==> src/rtl/johnson_pkg.sv <==
// Shared helpers for the Johnson (twisted-ring) counter and its Gray view.
// The functions take a code zero-extended to JMAX bits plus the live width n,
// so one package serves every instance width up to JMAX.
package johnson_pkg;

  localparam int JMAX = 32;

  typedef logic [JMAX-1:0] jcode_t;

  // A Johnson code has at most one boundary between a run of ones and a run
  // of zeros; exactly 2n of the 2^n patterns qualify.
  function automatic logic is_legal_johnson(input jcode_t code, input int n);
    int trans;
    trans = 0;
    for (int i = 0; i < n - 1; i++) begin
      if (code[i] != code[i+1]) trans++;
    end
    return (trans <= 1);
  endfunction

  // Position in the 2n-step ring: filling phase counts ones, draining phase
  // counts down from 2n. Only meaningful for legal codes.
  function automatic int johnson_to_index(input jcode_t code, input int n);
    int pc;
    pc = 0;
    for (int i = 0; i < n; i++) begin
      pc += int'(code[i]);
    end
    return code[n-1] ? (2 * n - pc) : pc;
  endfunction

  // Reflected binary Gray code.
  function automatic logic [31:0] bin_to_gray(input logic [31:0] b);
    return b ^ (b >> 1);
  endfunction

endpackage

==> src/rtl/johnson_to_gray_n.sv <==
// Combinational decode of an N-bit Johnson code into legality, binary
// position and Gray-coded position.
module johnson_to_gray_n #(
  parameter  int N  = 4,
  localparam int GW = $clog2(2 * N)
) (
  input  logic [N-1:0]  code_i,
  output logic          legal_o,
  output logic [GW-1:0] idx_o,
  output logic [GW-1:0] g_o
);
  import johnson_pkg::*;

  logic [GW-1:0] idx_w;

  // Decode via the shared package helpers; outputs are garbage for illegal
  // codes and the caller is expected to gate them with legal_o.
  always_comb begin
    idx_w   = GW'(johnson_to_index(JMAX'(code_i), N));
    legal_o = is_legal_johnson(JMAX'(code_i), N);
    idx_o   = idx_w;
    g_o     = GW'(bin_to_gray(32'(idx_w)));
  end

endmodule

==> src/rtl/johnson_gray_counter.sv <==
// N-bit Johnson counter with registered binary index, Gray position, wrap
// pulse and sticky illegal-load flag. Update priority is rst > load > en.
// Index and Gray outputs are decoded from the next state and registered with
// it, so j/idx/g are always mutually consistent.
module johnson_gray_counter #(
  parameter  int N  = 4,
  localparam int GW = $clog2(2 * N)
) (
  input  logic          clk,
  input  logic          rst,
  input  logic          en,
  input  logic          dir,
  input  logic          load,
  input  logic [N-1:0]  load_j,
  output logic [N-1:0]  j,
  output logic [GW-1:0] idx,
  output logic [GW-1:0] g,
  output logic          wrap,
  output logic          err
);
  import johnson_pkg::*;

  localparam logic [GW-1:0] LAST_IDX = GW'(2 * N - 1);

  logic [N-1:0]  j_q, j_d;
  logic [GW-1:0] idx_q, idx_d;
  logic [GW-1:0] g_q, g_d;
  logic          wrap_q, wrap_d;
  logic          err_q, err_d;

  logic [N-1:0]  step_code;
  logic [N-1:0]  cand_code;
  logic          cand_legal;
  logic [GW-1:0] cand_idx;
  logic [GW-1:0] cand_g;

  // Candidate next code: load beats step, otherwise hold the current code.
  always_comb begin
    step_code = dir ? {j_q[N-2:0], ~j_q[N-1]} : {~j_q[0], j_q[N-1:1]};
    if (load)    cand_code = load_j;
    else if (en) cand_code = step_code;
    else         cand_code = j_q;
  end

  johnson_to_gray_n #(.N(N)) u_decode (
    .code_i  (cand_code),
    .legal_o (cand_legal),
    .idx_o   (cand_idx),
    .g_o     (cand_g)
  );

  // Next-state selection: illegal loads collapse to position 0 and raise err;
  // wrap only fires on a step that crosses the ring seam.
  always_comb begin
    j_d    = cand_code;
    idx_d  = cand_idx;
    g_d    = cand_g;
    wrap_d = 1'b0;
    err_d  = err_q;
    if (load) begin
      if (cand_legal) begin
        err_d = 1'b0;
      end else begin
        j_d   = '0;
        idx_d = '0;
        g_d   = '0;
        err_d = 1'b1;
      end
    end else if (en) begin
      wrap_d = dir ? (idx_q == LAST_IDX) : (idx_q == '0);
    end
  end

  // Output registers with synchronous active-high reset.
  always_ff @(posedge clk) begin
    if (rst) begin
      j_q    <= '0;
      idx_q  <= '0;
      g_q    <= '0;
      wrap_q <= 1'b0;
      err_q  <= 1'b0;
    end else begin
      j_q    <= j_d;
      idx_q  <= idx_d;
      g_q    <= g_d;
      wrap_q <= wrap_d;
      err_q  <= err_d;
    end
  end

  assign j    = j_q;
  assign idx  = idx_q;
  assign g    = g_q;
  assign wrap = wrap_q;
  assign err  = err_q;

endmodule

==> config.mk <==
export PLATFORM = sky130hd
export DESIGN_NAME = johnson_gray_counter
export DESIGN_NICKNAME = d
export VERILOG_FILES = /design/src/rtl/johnson_pkg.sv /design/src/rtl/johnson_to_gray_n.sv /design/src/rtl/johnson_gray_counter.sv
export SDC_FILE = /design/constraint.sdc
export NUM_CORES = 1
export LEC_CHECK = 0
export CAP_MARGIN = 30
export CORE_MARGIN = 5
export CORE_UTILIZATION = 50
export CTS_BUF_LIST = sky130_fd_sc_hd__clkbuf_4 sky130_fd_sc_hd__clkbuf_8
export DETAILED_ROUTE_END_ITERATION = 6
export GPL_TIMING_DRIVEN = 0
export PLACE_DENSITY_LB_ADDON = 0.25
export SETUP_SLACK_MARGIN = 0.05
export SYNTH_ARGS = -nofsm -noshare
export SYNTH_HDL_FRONTEND = slang
export SYNTH_HIERARCHICAL = 1
export SYNTH_SLANG_ARGS = --single-unit
==> constraint.sdc <==
create_clock -name clk -period 5.15 [get_ports clk]
set_input_delay 1.03 -clock clk [delete_from_list [all_inputs] [get_ports clk]]
set_output_delay 1.03 -clock clk [all_outputs]
set_load 0.01 [all_outputs]
* Yosys cells after proc, flatten, opt, wreduce, memory -nomap -nowiden *
Cells that the tools add are included.

word-level totals
  bits in registers = 12
  output and inout port bits = 12
  word-level logic and storage cells = 37
  input port bits = 9

cells by class
  magnitude comparators = 1
  bitwise gates (word level) = 4
  eq/ne operators = 4
  muxes and demuxes = 15
  reductions and logical operators = 2
  add/subtract/negate cells = 6

operators with widths
  kind                     number
  $mux W32                 2
  $add A32 B2 Y32 const B  1
  $le A32 B2 Y1 const B    1
  $mux W4                  5
  $mux W3                  5
  $add A3 B2 Y3            2
  $eq A3 B3 Y1 const B     1
  $logic_not A3 Y1         1
  $mux W1                  3
  $ne A1 B1 Y1             3
  $not A1 Y1               3
  $reduce_or A3 Y1         1
  $sub A1 B3 Y3 const A    1
  $xor A3 B2 Y3            1
  $add A1 B1 Y2            1
  $add A1 B1 Y2 const B    1

* Depth between registers and ports, before layout *
Gate-level depths: netlist (run 1).

  word-level depth = 13
  mapped depth = 13

* By module *
Netlist (run 1), hierarchy kept.

by module, submodules not included
  module                instances  area an instance (µm²)  cells an instance
  johnson_gray_counter  1          496.7                   54
  johnson_to_gray_n     1          175.2                   20

* Least setup slack after synthesis (run 1) *
Ideal clock, no wire load.

  path kind = input to register
  start = input port load
  end = register g_q[1] (netlist: g[1])
  library setup time = 115 ps
  path buffers = 1
  slack = 1630 ps
  data arrival time = 3405 ps
  stages = 13
  data required time = 5035 ps
  cells stage by stage = clkbuf_1 -> nor2_1 -> a22oi_1 -> nand2_1 -> fa_1 -> ha_1 -> ha_1 -> inv_1 -> ha_1 -> xnor2_1 -> a21oi_1 -> xnor2_1 -> and2_1

RTL lines
  element                 RTL line                    RTL
  start: declaration      johnson_gray_counter.sv:13  input logic load,
  $mux W4 *               johnson_gray_counter.sv:40  if (load) cand_code = load_j;
  named net cand_code[3]  johnson_gray_counter.sv:32  logic [N-1:0] cand_code;
  $add A3 B2 Y3           johnson_pkg.sv:27           pc += int'(code[i]);
  $sub A1 B3 Y3           johnson_pkg.sv:29           return code[n-1] ? (2 * n - pc) : pc;
  $mux W3 *               johnson_pkg.sv:29
  $xor A3 B2 Y3 *         johnson_pkg.sv:34           return b ^ (b >> 1);
  named net cand_g[1]     johnson_gray_counter.sv:35  logic [GW-1:0] cand_g;
  $mux W3                 johnson_gray_counter.sv:61  if (cand_legal) begin
  $mux W3 *               johnson_gray_counter.sv:60  if (load) begin
  end signal: assignment  johnson_gray_counter.sv:85  g_q <= g_d;
  end: declaration        johnson_gray_counter.sv:27  logic [GW-1:0] g_q, g_d;

The timed path passes the listed nets; every way through them passes the cells marked *.
A chain may end at the register's enable or synchronous reset.

* Final worst setup path (run 1) *
Same ends and word-level chain as after synthesis.

==> results.py, run 1 <==
metrics = {
    "status": {
        "outcome": "finished, final reports clean",
    },
    "clocking": {
        "ctsHoldBuffers": 0,
        "cts_setup_buffers": 0,
        "cts_resized": 0,
        "clock-sinks": 12,
        "cts.path.max_buffers": 2,
        "cts_buffers": 3,
        "root_buffer": "clkbuf_4",
        "htree_levels": 1,
        "clk_pin_slew_ns": 0.07,
        "cts_tree": "yes",
        "worstSkewPairLatency_ns": 0.27,
    },
    "power_and_ir_drop": {
        "combPwrFrac_pct": 39.6,
        "p_leak_uw": 0.000386,
        "p_int_uw": 220,
        "clockPowerShare_pct": 23.8,
        "switching_share_pct": 29.3,
        "pwr_density_cell_nw_per_um2": 338,
        "p_seq_share_pct": 36.6,
        "finalPower_uw": 310,
        "peakVddDrop_v": 0.000194,
        "p_sw_uw": 90.8,
    },
    "synth": {
        "synth.most_common_cell": "dfxtp_1",
        "yosysSeqAreaShare_pct": 35.8,
        "synth_enable_flop_cells": 0,
        "synth_top_area_share_pct": 35.8,
        "synthesis.area_um2": 672,
        "avgSynthCellArea_um2": 9.08,
        "ys.flop_type": "dfxtp_1",
        "synthTopCellsByArea": "dfxtp_1, ha_1, and2_1, xnor2_1, a21oi_1",
        "synthesis.nets": 88,
        "synthArstFlopShare_pct": 0,
        "synth_warnings": 6,
        "synth_common_cells": "dfxtp_1, and2_1, nand2_1, a21oi_1, nor2_1",
        "ys_ff_latch": 12,
        "synth_cell_type_count": 31,
        "netlist_instances": 74,
        "synth_area_leader_cell": "dfxtp_1",
    },
    "placement": {
        "hpwl_um": 1090,
        "gp_congestion": 0.872,
        "place_area_um2": 881,
        "place_inst": 108,
        "numPortBuffers": 19,
    },
    "critical_path": {
        "worstPathCellList": "clkdlybuf4s50_1, clkbuf_1, nor2_1, a22oi_1, nand2_1, fa_1, ha_1, ha_1, inv_1, ha_1, xnor2_1, a21oi_1, xnor2_1, and2_1",
        "crit_path_start_kind": "primary input",
        "cp_slowest_stage_delay_ns": 0.52,
        "required_ns": 5.32,
        "crit_top_cell": "ha_1",
        "cp_max_fo": 10,
        "cp.arrival_ns": 4.24,
        "critical_path.slowest_cell": "clkdlybuf4s50_1",
        "end_kind": "flip-flop",
        "worstSetupPathType": "primary input to flip-flop",
    },
    "die": {
        "dieArea_um2": 2180,
        "coreArea_um2": 1280,
        "ios": 21,
        "initial_core_util_pct": 52.3,
        "die_x_um": 46.7,
        "die_y_um": 46.7,
        "rows": 13,
    },
    "route": {
        "dr.pass1.iters": 4,
        "viasPerCell": 5.46,
        "wl_per_cell_um": 12.3,
        "antenna_left": 0,
        "finalWirelength_um": 1380,
        "drc": 0,
        "vias": 611,
        "drt_iter0_markers": 6,
    },
    "sta": {
        "fin_setup_tns_ns": 0,
        "fin_skew_ns": 0.00679,
        "fin_crit_ns": 4.07,
        "rsz0062_at_grt": "false",
        "tightestPinTransition_ns": 0.433,
        "final_hold_viol_count": 0,
        "maxSlewViolCount": 0,
        "post-route-period-util_pct": 79.1,
        "max_freq_mhz": 245,
        "max_slew_margin_pct": 71.1,
        "setup_viol": 0,
    },
    "grt": {
        "grt.total_usage_pct": 16.1,
        "antenna_found_initial": 0,
        "grt_pass1_wl_um": 2420,
        "grt_pass1_vias": 557,
        "grt-ovfl-total": 0,
        "grt_max_degree": 11,
    },
    "layout": {
        "diodes": 0,
        "syn_to_final_growth_pct": 36.5,
        "layout.nets": 112,
        "stdcell_area_um2": 917,
        "drive_gt1_share_pct": 9.28,
        "stdcell_count": 112,
    },
    "run": {
        "cap_violations": 0,
    },
    "worst_hold_path": {
        "hp-class": "flip-flop to flip-flop",
    },
}
through the flow:
step                hold WS [ns]  setup WS [ns]  util [%]
floorplan                  0.509           1.63         -
global placement           0.479          0.871      68.5
detailed placement         0.486          0.811      68.5
CTS                        0.497           1.06      71.4
global route               0.545          0.821      71.4
finish                     0.499           1.08      71.4
metal layers:
layer  vias up  global-route usage (%)  share of wire (%)
met5         -                       0                  0
met4         0                    14.9                4.3
met3         6                    2.73                8.1
met2        24                    24.5                 46
met1       276                    18.9                 42
li1        305                       -                  -
cell usage in the layout (no fill, tap or decap):
master	n
a22oi_1	1
a221o_1	1
nand2b_1	2
a211oi_1	1
mux2i_1	2
nor2_1	5
dfxtp_1	12
buf_6	1
mux2_2	1
nor3b_1	1
inv_1	3
o21ai_0	1
and2_1	7
and2_2	1
a21o_1	1
fa_1	1
buf_4	1
a211o_1	1
nor2b_1	2
o211ai_1	1
clkdlybuf4s50_1	19
a21boi_0	1
mux2_4	1
a31oi_1	1
xnor2_1	4
nand4_1	1
ha_1	4
nand3_1	3
or4_1	1
clkbuf_4	3
nand2_1	6
a21oi_1	5
clkbuf_1	1
clkbuf_8	1
cell type report:
type	count	area, um^2
buffer	3	22.5
clock buffer	4	36.3
fill	107	368
inverter	3	11.3
multi-input combinational	56	398
sequential	12	240
tap	15	18.8
timing repair buffer	19	190
cells by family (layout without fill, tap and decap cells):
family	count (synthesis)	count (layout)	synth area share, %
multiplexers	4	4	6.89
buffers and inverters	6	29	5.03
AO/OA/AOI/OAI	14	14	13.8
XOR/XNOR	4	4	5.21
adder cells (fa/ha/maj)	5	5	10.4
AND/OR/NAND/NOR	29	29	22.9
flip-flops	12	12	35.8
path summary, 6_finish.rpt:
| check | start | endpoint | slack [ns] | cells past startpoint |
|---|---|---|---|---|
| hold reg to reg | idx[1] | wrap | 0.50 | 2 |
| setup reg to reg | j[2] | g[1] | 2.23 | 12 |
| setup / recovery | load | g[1] | 1.08 | 14 |
| hold / removal | idx[1] | wrap | 0.50 | 2 |
worst max-delay path, delay by kind of cell:
family,cells,cell delay (ns)
fa+ha+maj,4,1.25
simple gates,3,0.46
buf+inv,3,0.90
compound gates,2,0.30
xor+xnor,2,0.30
registers in the layout (all words and copies together) (netlist names):
name,count
j,4
g,3
idx,3
err,1
wrap,1
power by group through the flow:
stage | sequential (uW) | combinational [uW] | clock [uW]
after global placement | 115 | 120 | 0
final | 114 | 123 | 74.0
after CTS | 114 | 125 | 75.4
after global routing | 116 | 137 | 81.7
after detailed placement | 116 | 124 | 0
after floorplan | 122 | 72.5 | 0
No activity file was read; power rests on OpenSTA's default activity.
==> run 2, diff against run 1 <==
--- a/config.mk
+++ b/config.mk
@@ -7,7 +7,7 @@
 export LEC_CHECK = 0
 export CAP_MARGIN = 30
 export CORE_MARGIN = 5
-export CORE_UTILIZATION = 50
+export CORE_UTILIZATION = 47
 export CTS_BUF_LIST = sky130_fd_sc_hd__clkbuf_4 sky130_fd_sc_hd__clkbuf_8
 export DETAILED_ROUTE_END_ITERATION = 6
 export GPL_TIMING_DRIVEN = 0
==> constraint.sdc (replaced) <==
create_clock -name clk -period 4.2 [get_ports clk]
set_input_delay 0.84 -clock clk [delete_from_list [all_inputs] [get_ports clk]]
set_output_delay 0.84 -clock clk [all_outputs]
set_load 0.01 [all_outputs]
==> run 2 against run 1 <==
Combinational power grew 23%. Utilization decreased by 2.6 points. Clock-buffer cell count unchanged. Clock power grew 19%. Non-clock buffer count is the same. Critical path type unchanged. Critical endpoint unchanged.
==> results.py, run 2 (synthesis results as in run 1) <==
metrics = {
    "placement": {
        "numPortBuffers": 19,
        "dp_slack_ns": 0.0631,
        "gp_congestion": 0.864,
        "place_area_um2": 881,
        "hpwl_um": 1060,
    },
    "sta": {
        "fin_skew_ns": 0.000864,
        "setup_viol": 0,
        "max_freq_mhz": 258,
        "maxSlewViolCount": 0,
        "fin_setup_tns_ns": 0,
        "tightestPinTransition_ns": 0.462,
        "post-route-period-util_pct": 92.3,
        "setup_slack_ns": 0.325,
        "fin_crit_ns": 3.88,
        "max_slew_margin_pct": 69.2,
        "rsz0062_at_grt": "false",
        "final_hold_viol_count": 0,
    },
    "die": {
        "die_y_um": 47.8,
        "initial_core_util_pct": 50.4,
        "ios": 21,
        "dieArea_um2": 2290,
        "die_x_um": 47.8,
        "rows": 13,
        "coreArea_um2": 1330,
    },
    "layout": {
        "postLayoutCoreUtil_pct": 68.8,
        "stdcell_area_um2": 917,
        "syn_to_final_growth_pct": 36.5,
        "diodes": 0,
        "final_common_cell": "clkdlybuf4s50_1",
        "layout_common_cells": "clkdlybuf4s50_1, dfxtp_1, and2_1, nand2_1",
        "layout.nets": 112,
        "drive_gt1_share_pct": 9.28,
        "largest_reg_flops": 4,
    },
    "grt": {
        "grt-ovfl-total": 0,
        "grt_use_met1_pct": 16.7,
        "grt_busiest_layer": "met2",
        "groute.layer.met3.usage_pct": 4.51,
        "antenna_found_initial": 0,
        "grt_pass1_wl_um": 2010,
        "grt_pass1_vias": 486,
        "gr-usage-met2_pct": 18.7,
        "grt_max_degree": 11,
        "grt.total_usage_pct": 13.1,
    },
    "power_and_ir_drop": {
        "p_leak_uw": 0.000386,
        "pwr_density_cell_nw_per_um2": 413,
        "finalPower_uw": 378,
        "peakVddDrop_v": 0.000250,
    },
    "clocking": {
        "cts_resized": 0,
        "cts_setup_buffers": 0,
        "ctsHoldBuffers": 0,
        "cts_tree": "yes",
        "clock-sinks": 12,
        "cts_buffers": 3,
        "clk_pin_slew_ns": 0.07,
        "worstSkewPairLatency_ns": 0.27,
        "cts.path.max_buffers": 2,
        "root_buffer": "clkbuf_4",
        "htree_levels": 1,
    },
    "critical_path": {
        "cp.arrival_ns": 4.04,
        "timing.rr.end": "g[1]",
        "r2r-start": "j[2]",
        "required_ns": 4.37,
        "end_kind": "flip-flop",
        "worstSetupPathType": "primary input to flip-flop",
        "rr_worst_depth": 12,
        "crit_path_start_kind": "primary input",
        "critPathLaunch": "load",
        "rrSetupSlack_ns": 1.30,
        "cp_max_fo": 10,
    },
    "route": {
        "dr.pass1.iters": 4,
        "finalWirelength_um": 1340,
        "drc": 0,
        "vias": 578,
        "viasPerCell": 5.16,
        "wl_per_cell_um": 12.0,
        "drt_iter0_markers": 7,
        "antenna_left": 0,
    },
    "worst_hold_path": {
        "holdPathEnd": "wrap",
        "holdPathStages": 2,
        "hp-start": "idx[1]",
        "hp-class": "flip-flop to flip-flop",
    },
    "run": {
        "cap_violations": 0,
    },
    "status": {
        "outcome": "finished, final reports clean",
    },
}
-- run 2: cell counts in the layout (fill, tap and decap cells not counted) --
Identical to the previous run, type by type.
-- run 2: final cells by class --
cell class                      instances  area, um^2
Fill cell                             116         417
Clock buffer                            4        36.3
Timing Repair Buffer                   19         190
Inverter                                3        11.3
Buffer                                  3        22.5
Tap cell                               15        18.8
Multi-Input combinational cell         56         398
Sequential cell                        12         240
-- run 2: stage by stage --
step,hold WS [ns],std cells
6_report,0.503,112
5_1_grt,0.534,112
2_1_floorplan,0.509,74
3_3_place_gp,0.480,108
4_1_cts,0.507,112
3_5_place_dp,0.496,108
-- run 2: how the worst max path moves through the flow --
stage                     endpoint  slack (ns)  cells after the start
after floorplan               g[1]        0.87                     13
after global placement        g[1]        0.14                     14
after detailed placement      g[1]        0.06                     14
after CTS                     g[1]        0.33                     14
after global routing          g[1]        0.15                     14
final                         g[1]        0.32                     14
-- run 2: power breakdown --
part	switching, uW	internal, uW	total [uW]
Clock	35.7	52.6	88.4
Combinational	65.0	86.4	151
Sequential	8.20	131	139
-- run 2: metal layers --
metal / share of wire [%] / up-vias
met4: 2.7 / 0
met2: 46 / 18
li1: - / 305
met3: 5.9 / 4
met5: 0 / -
met1: 46 / 251
-- run 2: worst max-delay path, stage by stage --
cell and delay (ns):
clkdlybuf4s50_1 0.53, clkbuf_1 0.34, nor2_1 0.12, a22oi_1 0.21, nand2_1 0.21, fa_1 0.47
ha_1 0.19, ha_1 0.28, inv_1 0.05, ha_1 0.29, xnor2_1 0.16, a21oi_1 0.09
xnor2_1 0.13, and2_1 0.13
==> run 3, diff against run 2 <==
--- a/config.mk
+++ b/config.mk
@@ -11,7 +11,7 @@
 export CTS_BUF_LIST = sky130_fd_sc_hd__clkbuf_4 sky130_fd_sc_hd__clkbuf_8
 export DETAILED_ROUTE_END_ITERATION = 6
 export GPL_TIMING_DRIVEN = 0
-export PLACE_DENSITY_LB_ADDON = 0.25
+export PLACE_DENSITY = 0.93
 export SETUP_SLACK_MARGIN = 0.05
 export SYNTH_ARGS = -nofsm -noshare
 export SYNTH_HDL_FRONTEND = slang
==> run 3 against run 2 <==
Maximum frequency increased by 0.56%. First-iteration DRC count increased by 71%. Non-clock buffer count unchanged. Critical path depth unchanged. Global-route usage increased by 2.7 points. Die area unchanged. Register-to-register slack improved by 0.07 ns.
==> results.py, run 3 (synthesis results as in run 1) <==
metrics = {
    "critical_path": {
        "timing.rr.end": "g[1]",
        "critPathLaunch": "load",
        "crit_path_start_kind": "primary input",
        "rr_worst_depth": 12,
        "rrSetupSlack_ns": 1.37,
        "required_ns": 4.37,
        "cp_max_fo": 10,
        "r2r-start": "j[0]",
        "cp.arrival_ns": 4.02,
        "crit_path_end": "g[1]",
        "end_kind": "flip-flop",
        "worstSetupPathType": "primary input to flip-flop",
    },
    "power_and_ir_drop": {
        "peakVddDrop_v": 0.000231,
        "pwr_density_cell_nw_per_um2": 417,
        "p_leak_uw": 0.000386,
    },
    "die": {
        "die_y_um": 47.8,
        "initial_core_util_pct": 50.4,
        "coreArea_um2": 1330,
        "dieArea_um2": 2290,
        "rows": 13,
        "ios": 21,
        "die_x_um": 47.8,
    },
    "sta": {
        "tightestPinTransition_ns": 0.439,
        "fin_crit_ns": 3.85,
        "final_hold_viol_count": 0,
        "maxSlewViolCount": 0,
        "fin_skew_ns": 0.000892,
        "max_slew_margin_pct": 70.7,
        "post-route-period-util_pct": 91.8,
        "setup_viol": 0,
        "rsz0062_at_grt": "false",
        "max_freq_mhz": 259,
        "fin_setup_tns_ns": 0,
    },
    "grt": {
        "grt_pass1_wl_um": 2410,
        "grt_pass1_vias": 571,
        "antenna_found_initial": 0,
        "grt_use_met1_pct": 14.4,
        "gr-usage-met2_pct": 30.1,
        "grt-ovfl-total": 0,
        "groute.layer.met3.usage_pct": 3.01,
        "grt_max_degree": 11,
        "grt.total_usage_pct": 15.7,
        "grt_busiest_layer": "met2",
    },
    "route": {
        "drc": 0,
        "dr.pass1.iters": 6,
        "vias": 621,
        "viasPerCell": 5.54,
        "drt_iter0_markers": 12,
        "antenna_left": 0,
        "wl_per_cell_um": 13.8,
        "finalWirelength_um": 1550,
    },
    "worst_hold_path": {
        "hp-start": "err",
        "hp-class": "flip-flop to flip-flop",
    },
    "clocking": {
        "htree_levels": 1,
        "root_buffer": "clkbuf_4",
        "cts.path.max_buffers": 2,
        "cts_buffers": 3,
        "cts_tree": "yes",
        "clock-sinks": 12,
        "worstSkewPairLatency_ns": 0.27,
        "cts_setup_buffers": 0,
        "ctsHoldBuffers": 0,
        "cts_resized": 0,
        "clk_pin_slew_ns": 0.07,
    },
    "layout": {
        "stdcell_count": 112,
        "drive_gt1_share_pct": 9.28,
        "final_common_cell": "clkdlybuf4s50_1",
        "largest_reg_flops": 4,
        "diodes": 0,
        "fillers": 90,
        "layout_common_cells": "clkdlybuf4s50_1, dfxtp_1, and2_1, nand2_1",
        "multi_input_area_um2": 398,
        "syn_to_final_growth_pct": 36.5,
        "seqCellArea_um2": 240,
        "layout.nets": 112,
    },
    "placement": {
        "hpwl_um": 1250,
        "numPortBuffers": 19,
        "gp_congestion": 0.855,
        "place_inst": 108,
    },
    "status": {
        "outcome": "finished, final reports clean",
    },
    "run": {
        "cap_violations": 0,
    },
}
## run 3: cell counts in the layout (fill, tap and decap cells not counted)
Identical to the previous run, type by type.
## run 3: critical path: stages
cell,delay (ns)
clkdlybuf4s50_1,0.53
clkbuf_1,0.35
nor2_1,0.11
a22oi_1,0.19
nand2_1,0.21
fa_1,0.48
ha_1,0.20
ha_1,0.28
inv_1,0.04
ha_1,0.29
xnor2_1,0.16
a21oi_1,0.09
xnor2_1,0.13
and2_1,0.13
## run 3: how the worst min path moves through the flow
stage                end  cells past startpoint
global placement    wrap                      2
CTS                  err                      2
detailed placement   err                      2
floorplan           wrap                      2
global route         err                      2
finish               err                      2
## run 3: report_power, final
part	leakage (uW)	internal (uW)	switching, uW
registers	0.0000987	131	8.69
clock network	0.0000210	52.7	36.5
logic	0.000266	86.1	68.4
## run 3: routing by layer
layer  vias to the layer above  share of wire [%]
met2                        29                 52
li1                        300                  -
met3                         8                8.5
met1                       284                 35
met4                         0                4.3
met5                         -                  0
## run 3: stage by stage
| stage | utilization [%] | area, um^2 | hold slack, ns | setup slack (ns) | power [uW] |
|---|---|---|---|---|---|
| 2_1_floorplan | - | 672 | 0.509 | 0.870 | 238 |
| 3_3_place_gp | 66.0 | 881 | 0.477 | 0.134 | 287 |
| 3_5_place_dp | 66.0 | 881 | 0.497 | 0.107 | 297 |
| 4_1_cts | 68.8 | 917 | 0.511 | 0.354 | 386 |
| 5_1_grt | 68.8 | 917 | 0.534 | 0.169 | 406 |
| 6_report | 68.8 | 917 | 0.522 | 0.346 | 383 |
## run 3: area by class of cell
cell class	instances	area share [%]
Buffer	3	2.46
Clock buffer	4	3.96
Inverter	3	1.23
Multi-Input combinational cell	56	43.4
Sequential cell	12	26.2
Tap cell	15	2.05
Timing Repair Buffer	19	20.7
